### src/rtl/proc_pkg.sv
// Shared widths, opcodes and the boot program ROM for the proc hierarchy.
package proc_pkg;

    localparam int unsigned DATA_W = 16;
    localparam int unsigned REG_AW = 3;
    localparam int unsigned CNT_W  = 32;

    typedef logic [DATA_W-1:0] word_t;

    typedef enum logic [3:0] {
        OpNop  = 4'h0,
        OpHalt = 4'h1,
        OpLbi  = 4'h2,
        OpSt   = 4'h3,
        OpLd   = 4'h4,
        OpAdd  = 4'h5
    } opcode_e;

    // Encoding: [15:12] op, [11:9] rd/rs_store, [8:6] rs, [5:3] rt, [7:0] imm8
    function automatic word_t imem_word(input logic [3:0] addr);
        word_t w;
        case (addr)
            4'd0:    w = 16'h2212; // lbi r1, 0x12
            4'd1:    w = 16'h3204; // st  r1, [0x04]
            4'd2:    w = 16'h4404; // ld  r2, [0x04]
            4'd3:    w = 16'h5650; // add r3, r1, r2
            4'd4:    w = 16'h2880; // lbi r4, 0x80 (sign-extended)
            4'd5:    w = 16'h0000; // nop
            default: w = 16'h1000; // halt
        endcase
        return w;
    endfunction

endpackage

### src/rtl/proc.sv
// Two-stage core: fetch register, then a combined execute/memory/writeback stage.
module proc
    import proc_pkg::*;
(
    input  logic              clk,
    input  logic              rst,
    output logic [DATA_W-1:0] pc,
    output logic [DATA_W-1:0] inst,
    output logic              rf_we,
    output logic [REG_AW-1:0] rf_waddr,
    output logic [DATA_W-1:0] rf_wdata,
    output logic              dmem_en,
    output logic              dmem_wr,
    output logic [DATA_W-1:0] dmem_addr,
    output logic [DATA_W-1:0] dmem_data_in,
    output logic [DATA_W-1:0] dmem_data_out,
    output logic              halt
);

    word_t             pc_q, pc_d, inst_q, inst_d;
    word_t             imm_s, imm_z, rdata_a, rdata_b;
    logic [REG_AW-1:0] raddr_a, raddr_b;
    opcode_e           op;

    assign op      = opcode_e'(inst_q[15:12]);
    assign imm_s   = {{8{inst_q[7]}}, inst_q[7:0]};
    assign imm_z   = {8'h00, inst_q[7:0]};
    // Stores name their source register in the rd field.
    assign raddr_a = (op == OpSt) ? inst_q[11:9] : inst_q[8:6];
    assign raddr_b = inst_q[5:3];

    always_ff @(posedge clk or posedge rst) begin
        if (rst) begin
            pc_q   <= '0;
            inst_q <= '0;
        end else begin
            pc_q   <= pc_d;
            inst_q <= inst_d;
        end
    end

    always_comb begin
        rf_we     = 1'b0;
        rf_wdata  = '0;
        dmem_en   = 1'b0;
        dmem_wr   = 1'b0;
        halt      = 1'b0;
        unique case (op)
            OpHalt: halt = 1'b1;
            OpLbi: begin
                rf_we    = 1'b1;
                rf_wdata = imm_s;
            end
            OpSt: begin
                dmem_en = 1'b1;
                dmem_wr = 1'b1;
            end
            OpLd: begin
                dmem_en  = 1'b1;
                rf_we    = 1'b1;
                rf_wdata = dmem_data_out;
            end
            OpAdd: begin
                rf_we    = 1'b1;
                rf_wdata = rdata_a + rdata_b;
            end
            default: ;
        endcase
    end

    // A halt holds fetch so HALT stays in the back stage until reset.
    always_comb begin
        pc_d   = pc_q;
        inst_d = inst_q;
        if (!halt) begin
            pc_d   = pc_q + DATA_W'(1);
            inst_d = imem_word(pc_q[3:0]);
        end
    end

    assign pc           = pc_q;
    assign inst         = inst_q;
    assign rf_waddr     = inst_q[11:9];
    assign dmem_addr    = imm_z;
    assign dmem_data_in = rdata_a;

    rf u_rf (
        .clk     (clk),
        .we      (rf_we),
        .waddr   (rf_waddr),
        .wdata   (rf_wdata),
        .raddr_a (raddr_a),
        .raddr_b (raddr_b),
        .rdata_a (rdata_a),
        .rdata_b (rdata_b)
    );

    data_mem u_data_mem (
        .clk      (clk),
        .en       (dmem_en),
        .wr       (dmem_wr),
        .addr     (dmem_addr),
        .data_in  (dmem_data_in),
        .data_out (dmem_data_out)
    );

endmodule

### src/rtl/proc_data_mem.sv
// Small data memory: synchronous write, combinational read, word addressed.
module data_mem
    import proc_pkg::*;
(
    input  logic              clk,
    input  logic              en,
    input  logic              wr,
    input  logic [DATA_W-1:0] addr,
    input  logic [DATA_W-1:0] data_in,
    output logic [DATA_W-1:0] data_out
);

    localparam int unsigned Depth = 16;

    word_t mem_q [Depth];
    logic  unused_addr;

    // Only the low address bits select a word; the rest alias.
    assign unused_addr = ^addr[DATA_W-1:4];

    always_ff @(posedge clk) begin
        if (en && wr) begin
            mem_q[addr[3:0]] <= data_in;
        end
    end

    assign data_out = mem_q[addr[3:0]];

endmodule

### src/rtl/proc_rf.sv
// Eight-entry register file: two combinational read ports, one synchronous write port.
module rf
    import proc_pkg::*;
(
    input  logic              clk,
    input  logic              we,
    input  logic [REG_AW-1:0] waddr,
    input  logic [DATA_W-1:0] wdata,
    input  logic [REG_AW-1:0] raddr_a,
    input  logic [REG_AW-1:0] raddr_b,
    output logic [DATA_W-1:0] rdata_a,
    output logic [DATA_W-1:0] rdata_b
);

    word_t regs_q [2**REG_AW];

    always_ff @(posedge clk) begin
        if (we) begin
            regs_q[waddr] <= wdata;
        end
    end

    assign rdata_a = regs_q[raddr_a];
    assign rdata_b = regs_q[raddr_b];

endmodule

### src/rtl/proc_rst_sync.sv
// Reset synchronizer: asynchronous assert, release after two clock edges.
module rst_sync (
    input  logic clk,
    input  logic rst_n,
    output logic rst
);

    logic [1:0] sync_q;

    always_ff @(posedge clk or negedge rst_n) begin
        if (!rst_n) begin
            sync_q <= 2'b00;
        end else begin
            sync_q <= {sync_q[0], 1'b1};
        end
    end

    assign rst = ~sync_q[1];

endmodule

### src/rtl/proc_hier_top.sv
// Processor hierarchy top: reset conditioning, core p0, flat trace bus and perf counters.
module proc_hier_top
    import proc_pkg::*;
(
    input  logic              clk,
    input  logic              rst_n,
    output logic [DATA_W-1:0] pc,
    output logic [DATA_W-1:0] inst,
    output logic              reg_write,
    output logic [REG_AW-1:0] write_register,
    output logic [DATA_W-1:0] write_data,
    output logic              mem_read,
    output logic              mem_write,
    output logic [DATA_W-1:0] mem_address,
    output logic [DATA_W-1:0] mem_data_in,
    output logic [DATA_W-1:0] mem_data_out,
    output logic              halt,
    output logic              halted,
    output logic              core_rst,
    output logic [CNT_W-1:0]  cycle_count,
    output logic [CNT_W-1:0]  inst_count,
    output logic              icache_req,
    output logic              icache_hit,
    output logic              dcache_req,
    output logic              dcache_hit
);

    logic             dmem_en, dmem_wr;
    logic [CNT_W-1:0] cycle_q, cycle_d, inst_cnt_q, inst_cnt_d;
    logic             halted_q, halted_d;

    rst_sync u_rst_sync (
        .clk   (clk),
        .rst_n (rst_n),
        .rst   (core_rst)
    );

    proc p0 (
        .clk           (clk),
        .rst           (core_rst),
        .pc            (pc),
        .inst          (inst),
        .rf_we         (reg_write),
        .rf_waddr      (write_register),
        .rf_wdata      (write_data),
        .dmem_en       (dmem_en),
        .dmem_wr       (dmem_wr),
        .dmem_addr     (mem_address),
        .dmem_data_in  (mem_data_in),
        .dmem_data_out (mem_data_out),
        .halt          (halt)
    );

    assign mem_read  = dmem_en & ~dmem_wr;
    assign mem_write = dmem_en & dmem_wr;

    // core_rst asserts asynchronously with rst_n, so mid-run resets clear the counters at once.
    always_ff @(posedge clk or posedge core_rst) begin
        if (core_rst) begin
            cycle_q    <= '0;
            inst_cnt_q <= '0;
            halted_q   <= 1'b0;
        end else begin
            cycle_q    <= cycle_d;
            inst_cnt_q <= inst_cnt_d;
            halted_q   <= halted_d;
        end
    end

    always_comb begin
        cycle_d    = cycle_q;
        inst_cnt_d = inst_cnt_q;
        halted_d   = halted_q;
        if (!halted_q) begin
            cycle_d = cycle_q + CNT_W'(1);
            if (halt || reg_write || mem_write) begin
                inst_cnt_d = inst_cnt_q + CNT_W'(1);
            end
            if (halt) begin
                halted_d = 1'b1;
            end
        end
    end

    assign cycle_count = cycle_q;
    assign inst_count  = inst_cnt_q;
    assign halted      = halted_q;

    assign icache_req = 1'b0;
    assign icache_hit = 1'b0;
    assign dcache_req = 1'b0;
    assign dcache_hit = 1'b0;

endmodule

### config.mk
export PLATFORM = sky130hd
export DESIGN_NAME = proc_hier_top
export DESIGN_NICKNAME = d
export VERILOG_FILES = /design/src/rtl/proc_pkg.sv /design/src/rtl/proc.sv /design/src/rtl/proc_data_mem.sv /design/src/rtl/proc_rf.sv /design/src/rtl/proc_rst_sync.sv /design/src/rtl/proc_hier_top.sv
export SDC_FILE = /design/constraint.sdc
export NUM_CORES = 1
export LEC_CHECK = 0
export ABC_AREA = 1
export CAP_MARGIN = 40
export CORE_MARGIN = 5
export CORE_UTILIZATION = 54
export CTS_BUF_LIST = sky130_fd_sc_hd__clkbuf_4 sky130_fd_sc_hd__clkbuf_8 sky130_fd_sc_hd__clkbuf_16
export DETAILED_ROUTE_END_ITERATION = 10
export GPL_ROUTABILITY_DRIVEN = 0
export HOLD_SLACK_MARGIN = 0.1
export PLACE_DENSITY_LB_ADDON = 0.05
export REMOVE_ABC_BUFFERS = 1
export SLEW_MARGIN = 20
export SYNTH_ARGS = -nofsm -noshare
export SYNTH_HDL_FRONTEND = slang
export SYNTH_SLANG_ARGS = --single-unit
### constraint.sdc
create_clock -name clk -period 6 [get_ports clk]
set_input_delay 1.8 -clock clk [delete_from_list [all_inputs] [get_ports clk]]
set_output_delay 1.8 -clock clk [all_outputs]
set_load 0.01 [all_outputs]
# Yosys cells after proc, flatten, opt, wreduce, memory -nomap -nowiden

Memories as Yosys holds them, arrays and structs flattened.
Cells that the tools add are included.

Register bits: 99
Memories: 2
Memory bits (writable): 384
Output and inout port bits: 173

Equality and inequality tests: 10
Mux-type cells: 13
Add/sub/neg operators: 4
Reduce and logical (&&, ||, !) cells: 7
Bitwise operators: 5

Memories:

| memory              | depth | bits a word | rd ports | clocked after memory_dff | wr ports | RTL line            | text |
|---|---|---|---|---|---|---|---|
| p0.u_data_mem.mem_q | 16    | 16          | 1        | 0                        | 1        | proc_data_mem.sv:15 | `word_t mem_q [Depth];` |
| p0.u_rf.regs_q      | 8     | 16          | 2        | 0                        | 1        | proc_rf.sv:15       | `word_t regs_q [2**REG_AW];` |

Operators with widths:

| kind                  | number |
|---|---|
| $pmux 15 s6           | 1 |
| $add 32x1->32 const B | 2 |
| $pmux 16 s3           | 1 |
| $add 16x1->16 const B | 1 |
| $add 16x16->16        | 1 |
| $eq 4x2->1 const B    | 4 |
| $eq 4x3->1 const B    | 4 |
| $mux 1                | 10 |
| $eq 4x1->1 const B    | 2 |
| $logic_not 4->1       | 1 |
| $mux 3                | 1 |
| $not 1->1             | 3 |
| $reduce_or 3->1       | 1 |
| $and 1x1->1           | 2 |
| $logic_or 1x1->1      | 2 |
| $reduce_and 2->1      | 1 |
| $reduce_or 2->1       | 1 |
| $logic_and 1x1->1     | 1 |

# Longest topological paths before layout

Word-level depth: 6
Mapped depth: 22
Depth with buffers taken out: 20

# By module

Synthesis repeated with hierarchy kept, for this count alone.

Cells, all modules: 2,796
Area total of the unflattened synthesis: 24,079.3 um^2

By module, submodules not included:

| module        | sequential area each (um^2) | cells an instance | area each (um^2) | times used |
|---|---|---|---|---|
| data_mem      | 7,687.4                     | 1,056             | 10,839.1         | 1 |
| rf            | 3,843.7                     | 869               | 6,956.7          | 1 |
| proc_hier_top | 1,626.6                     | 465               | 3,616.0          | 1 |
| proc          | 625.6                       | 402               | 2,610.0          | 1 |
| rst_sync      | 50.0                        | 4                 | 57.6             | 1 |

# Worst setup path after synthesis

OpenSTA, ideal clock, no wires.

Path type: reg-to-output
From: reg p0.inst_q[10] (netlist: p0.inst[10])
To: out write_data[15]
Data arrival time: 3.714 ns
Stages on the path, launching flop included: 19
Setup slack: 0.486 ns
Path through: dfrtp_1 -> inv_2 -> nand3_2 -> nand2_2 -> nand2_2 -> buf_6 -> clkbuf_1 -> nand2_1 -> a32o_1 -> o21ai_0 -> ha_1 -> a21o_1 -> a31oi_1 -> nor2_1 -> a2111oi_0 -> nand2_1 -> nand2_1 -> nand3_1 -> nand2_1

Word-level cells in the longest chain between the ends: 4

RTL lines:

| item                   | RTL line            | text |
|---|---|---|
| start, declared        | proc.sv:20          | `word_t pc_q, pc_d, inst_q, inst_d;` |
| start signal, assigned | proc.sv:38          | `inst_q <= inst_d;` |
| $mux 3                 | proc.sv:29          | `assign raddr_a = (op == OpSt) ? inst_q[11:9] : inst_q[8:6];` |
| $mem_v2 8x16           | -                   |  |
| net mem_data_in[8]     | proc_hier_top.sv:15 | `output logic [DATA_W-1:0] mem_data_in,` |
| $add 16x16->16         | proc.sv:65          | `rf_wdata = rdata_a + rdata_b;` |
| $pmux 16 s3            | proc.sv:48          | `unique case (op)` |
| end, declared          | proc_hier_top.sv:11 | `output logic [DATA_W-1:0] write_data,` |

The timed path passes the listed nets, and every way through them passes these cells.

# Final worst setup path

From: reg p0.inst_q[10] (netlist: p0.inst[10])
To: out write_data[4]

Word-level cells in the longest chain between the ends: 4

RTL lines:

| item           | RTL line |
|---|---|
| $mux 3         | proc.sv:29 |
| $mem_v2 8x16   | - |
| $add 16x16->16 | proc.sv:65 |
| $pmux 16 s3    | proc.sv:48 |

Every way passes these cells.

==> flow_metrics.env <==
export IMPL_status="complete, no violations"
export IMPL_yosysTopAreaCellShare_pct=40.32
export IMPL_yosys_area_top_type="edfxtp_1"
export IMPL_synth_flop_cell="edfxtp_1"
export IMPL_die_x_um=158.5
export IMPL_cts_clk_slew_worst_paths_ns=0.06
export IMPL_antenna_cells=0
export IMPL_dr_wl_met3_um=2352
export IMPL_maxClockFrequency_mhz=171.9
export IMPL_synth_async_reset_ratio_pct=36.51
export IMPL_layout_nets=1356
export IMPL_clock_sinks=252
export IMPL_path_max_fanout=19
export IMPL_grt_max_degree=66
export IMPL_period_minus_slack_ns=5.816
export IMPL_htreeDepth=1
export IMPL_dr_pass1_iters=5
export IMPL_drv_slew=0
export IMPL_syn2layout_area_growth_pct=27.86
export IMPL_ys_seq_elements=252
export IMPL_drc=0
export IMPL_critPathLaunch="p0.inst[10]"
export IMPL_hold_viol_final=0
export IMPL_io_buffers=154
export IMPL_syn_inst=1122
export IMPL_cp_end_kind="output pin"
export IMPL_drt_iter0_drc=688
export IMPL_dieArea_um2=25140
export IMPL_setup_violations=0
export IMPL_synth_edf_count=160
export IMPL_min_period_over_period_pct=96.94
export IMPL_synthTopCellsByArea="edfxtp_1, dfrtp_1, nand2_1"
export IMPL_ys_warn_count=0
export IMPL_totalPowerFinal_mw=3.459
export IMPL_worstSetupPathType="reg -> out"
export IMPL_grtUsageTotal_pct=24.33
export IMPL_cts_tree="done"
export IMPL_drv_cap=0
export IMPL_grt_pass1_wl_um=47960
export IMPL_routed_wl_um=30580
export IMPL_r2r_start="p0.inst[10]"
export IMPL_ir_drop_uv=238.9
export IMPL_cp_common_cell="nand2_1"
export IMPL_num_rows=54
export IMPL_holdWs_ns=0.2363
export IMPL_max_slew_margin_pct=45.77
export IMPL_path_cells="inv_2 > nand3_2 > nand2_2 > nand2_4 > buf_12 > buf_12 > o21ai_0 > o22ai_1 > nor2_1 > a41oi_2 > ha_2 > fa_2 > nand2_1 > nand2_1 > or2_1 > nand3_1 > nand2_1 > clkdlybuf4s50_1"
export IMPL_clk_path_buf_depth=3
export IMPL_insertion_delay_ns=0.53
export IMPL_power_density_nw_per_um2=227.0
export IMPL_die_h_um=158.5
export IMPL_worstSetupStartpointType="flop"
export IMPL_antenna_found_initial=0
export IMPL_initial_utilization_pct=54.77
export IMPL_cts_hold_buffers_added=0
export IMPL_avgSynthCellArea_um2=10.62
export IMPL_arrival_ns=4.02
export IMPL_ys_seq_area_share_pct=59.65
export IMPL_core_um2=21760
export IMPL_first_global_vias=8892
export IMPL_p_leak_nw=6.499
export IMPL_synth_cell_types=54
export IMPL_dr_wl_met2_um=14270
export IMPL_crit_required_ns=4.20
export IMPL_pin_count=175
export IMPL_synth_cell_area_um2=11920
export IMPL_vias=8966
export IMPL_fillerInstances=1676
export IMPL_worstMarginPinSlew_ns=0.8090
export IMPL_ant_nets=0
export IMPL_hpwl_um=20900
export IMPL_grt_ovfl_total=0
export IMPL_cts_root_buf="clkbuf_16"
export IMPL_drt_vias_per_instance=5.487
export IMPL_drive_above_1_share_pct=15.36
export IMPL_numCtsBuffers=27
export IMPL_wl_met1_um=12870
export IMPL_highest_layer="met4"
export IMPL_hold_path_class="reg -> async"
export IMPL_fin_skew_ns=0.01287
export IMPL_max_stage_delay_ns=0.55
export IMPL_slowest_stage="clkdlybuf4s50_1"
export IMPL_routedWlPerCell_um=18.72
repair_timing:
| item | 4_1_cts | 5_1_grt |
|---|---|---|
| cloned | 0 | 1 |
| setup buffers | 5 | 6 |
| pin swaps | 1 | 8 |
| resized for setup | 17 | 40 |
| setup endpoints to repair | 12 | 13 |
cell type report:
type                    instances  area [µm²]  share of cell area, %
flip-flops and latches        252        7113                  46.69
multi-input cells             742        4410                  28.95
repair buffers                222        2157                  14.16
clock buffers                  30       704.4                  4.624
well taps                     280       350.3                  2.300
inverters                      88       331.6                  2.176
clock inverters                20       167.7                  1.101
layout by cell type (no fill, tap or decap), types with 7 or more instances in the layout:
cell type / n
nand2_1: 237
edfxtp_1: 160
clkdlybuf4s50_1: 144
dfrtp_1: 89
inv_1: 83
nor2_1: 68
buf_4: 61
nand3_1: 60
xor2_1: 48
o21ai_0: 47
xnor2_1: 31
clkbuf_16: 28
a22oi_1: 24
a21oi_1: 22
conb_1: 21
nand4_1: 18
ha_1: 16
nand2_2: 14
nor3_1: 14
clkinv_2: 10
o22ai_1: 9
nor4_1: 9
dlymetal6s2s_1: 9
nor2_2: 7
a41oi_2: 7
path summary, 6_finish.rpt:
check,to,slack (ns),depth (start not counted)
setup / recovery,write_data[4],0.18,18
max in group asynchronous,u_rst_sync.sync_q[1],4.44,1
setup reg to reg,p0.u_rf.regs_q[3][15],2.49,17
hold reg to reg,p0.pc[14],0.24,0
min in group clk,u_rst_sync.sync_q[1],0.35,0
hold / removal,p0.pc[14],0.24,0
worst max-delay path, delay by kind of cell, from the launching register on:
family / cells / cell delay (ns)
simple gates: 9 / 1.12
buf+inv: 4 / 0.94
fa+ha+maj: 2 / 0.65
flops: 1 / 0.44
compound gates: 3 / 0.32
cell usage after synthesis (4+ instances only):
master	n
edfxtp_1	160
ha_1	20
nand3_1	60
nor2_2	5
nor3_1	18
nand2_1	245
clkbuf_1	23
inv_1	83
nor2_1	70
o211ai_1	4
a22oi_1	24
inv_2	4
o21ai_0	52
buf_4	31
or2_2	6
nand3_2	5
a32o_1	6
o2111ai_1	5
nand4_1	18
nor4_1	10
xnor2_1	31
dfrtp_1	92
nand2_2	8
a21oi_1	28
xor2_1	48
a41oi_1	9
o22ai_1	9
where the power goes:
part | switching, mW | total [mW] | internal, mW
registers | 0.00341 | 1.84 | 1.83
logic | 0.0149 | 0.0178 | 0.00291
clock network | 0.670 | 1.61 | 0.935
total | 0.689 | 3.46 | 2.77
logic make-up (layout without fill, tap and decap cells):
family          after synthesis  after routing  share of synthesized area [%]
simple gates                469            469                          18.44
buf+inv                     147            360                          5.702
xor+xnor                     79             79                          5.807
fa+ha+maj                    21             21                          2.268
other cells                   2             21                        0.06303
flops                       252            252                          59.65
compound gates              152            152                          8.075
routing by layer:
metal / GRT usage (%) / vias to the layer above
met5: 0 / -
met3: 5.001 / 55
li1: - / 4259
met1: 33.49 / 4299
met2: 38.99 / 353
met4: 8.083 / 0
stage by stage:
step           cell area [µm²]  instances  utilization (%)  setup TNS (ns)  setup slack [ns]
3_5_place_dp             14010       1569            64.41               0            0.1830
5_1_grt                  15230       1634            70.03       -0.004284         -0.004284
2_1_floorplan            11640       1082                -         -0.6178           -0.3191
3_3_place_gp             13990       1567            64.30               0            0.2098
4_1_cts                  14990       1624            68.89               0          0.005033
6_report                 15230       1634            70.03               0            0.1838
registers in the layout (all words and copies together), names as in the netlist:
name                 count
halted                   1
p0.inst                  9
p0.u_rf.regs_q          96
cycle_count             32
p0.u_data_mem.mem_q     64
p0.pc                   16
inst_count              32
u_rst_sync.sync_q        2
No activity file was read; power rests on OpenSTA's default activity.
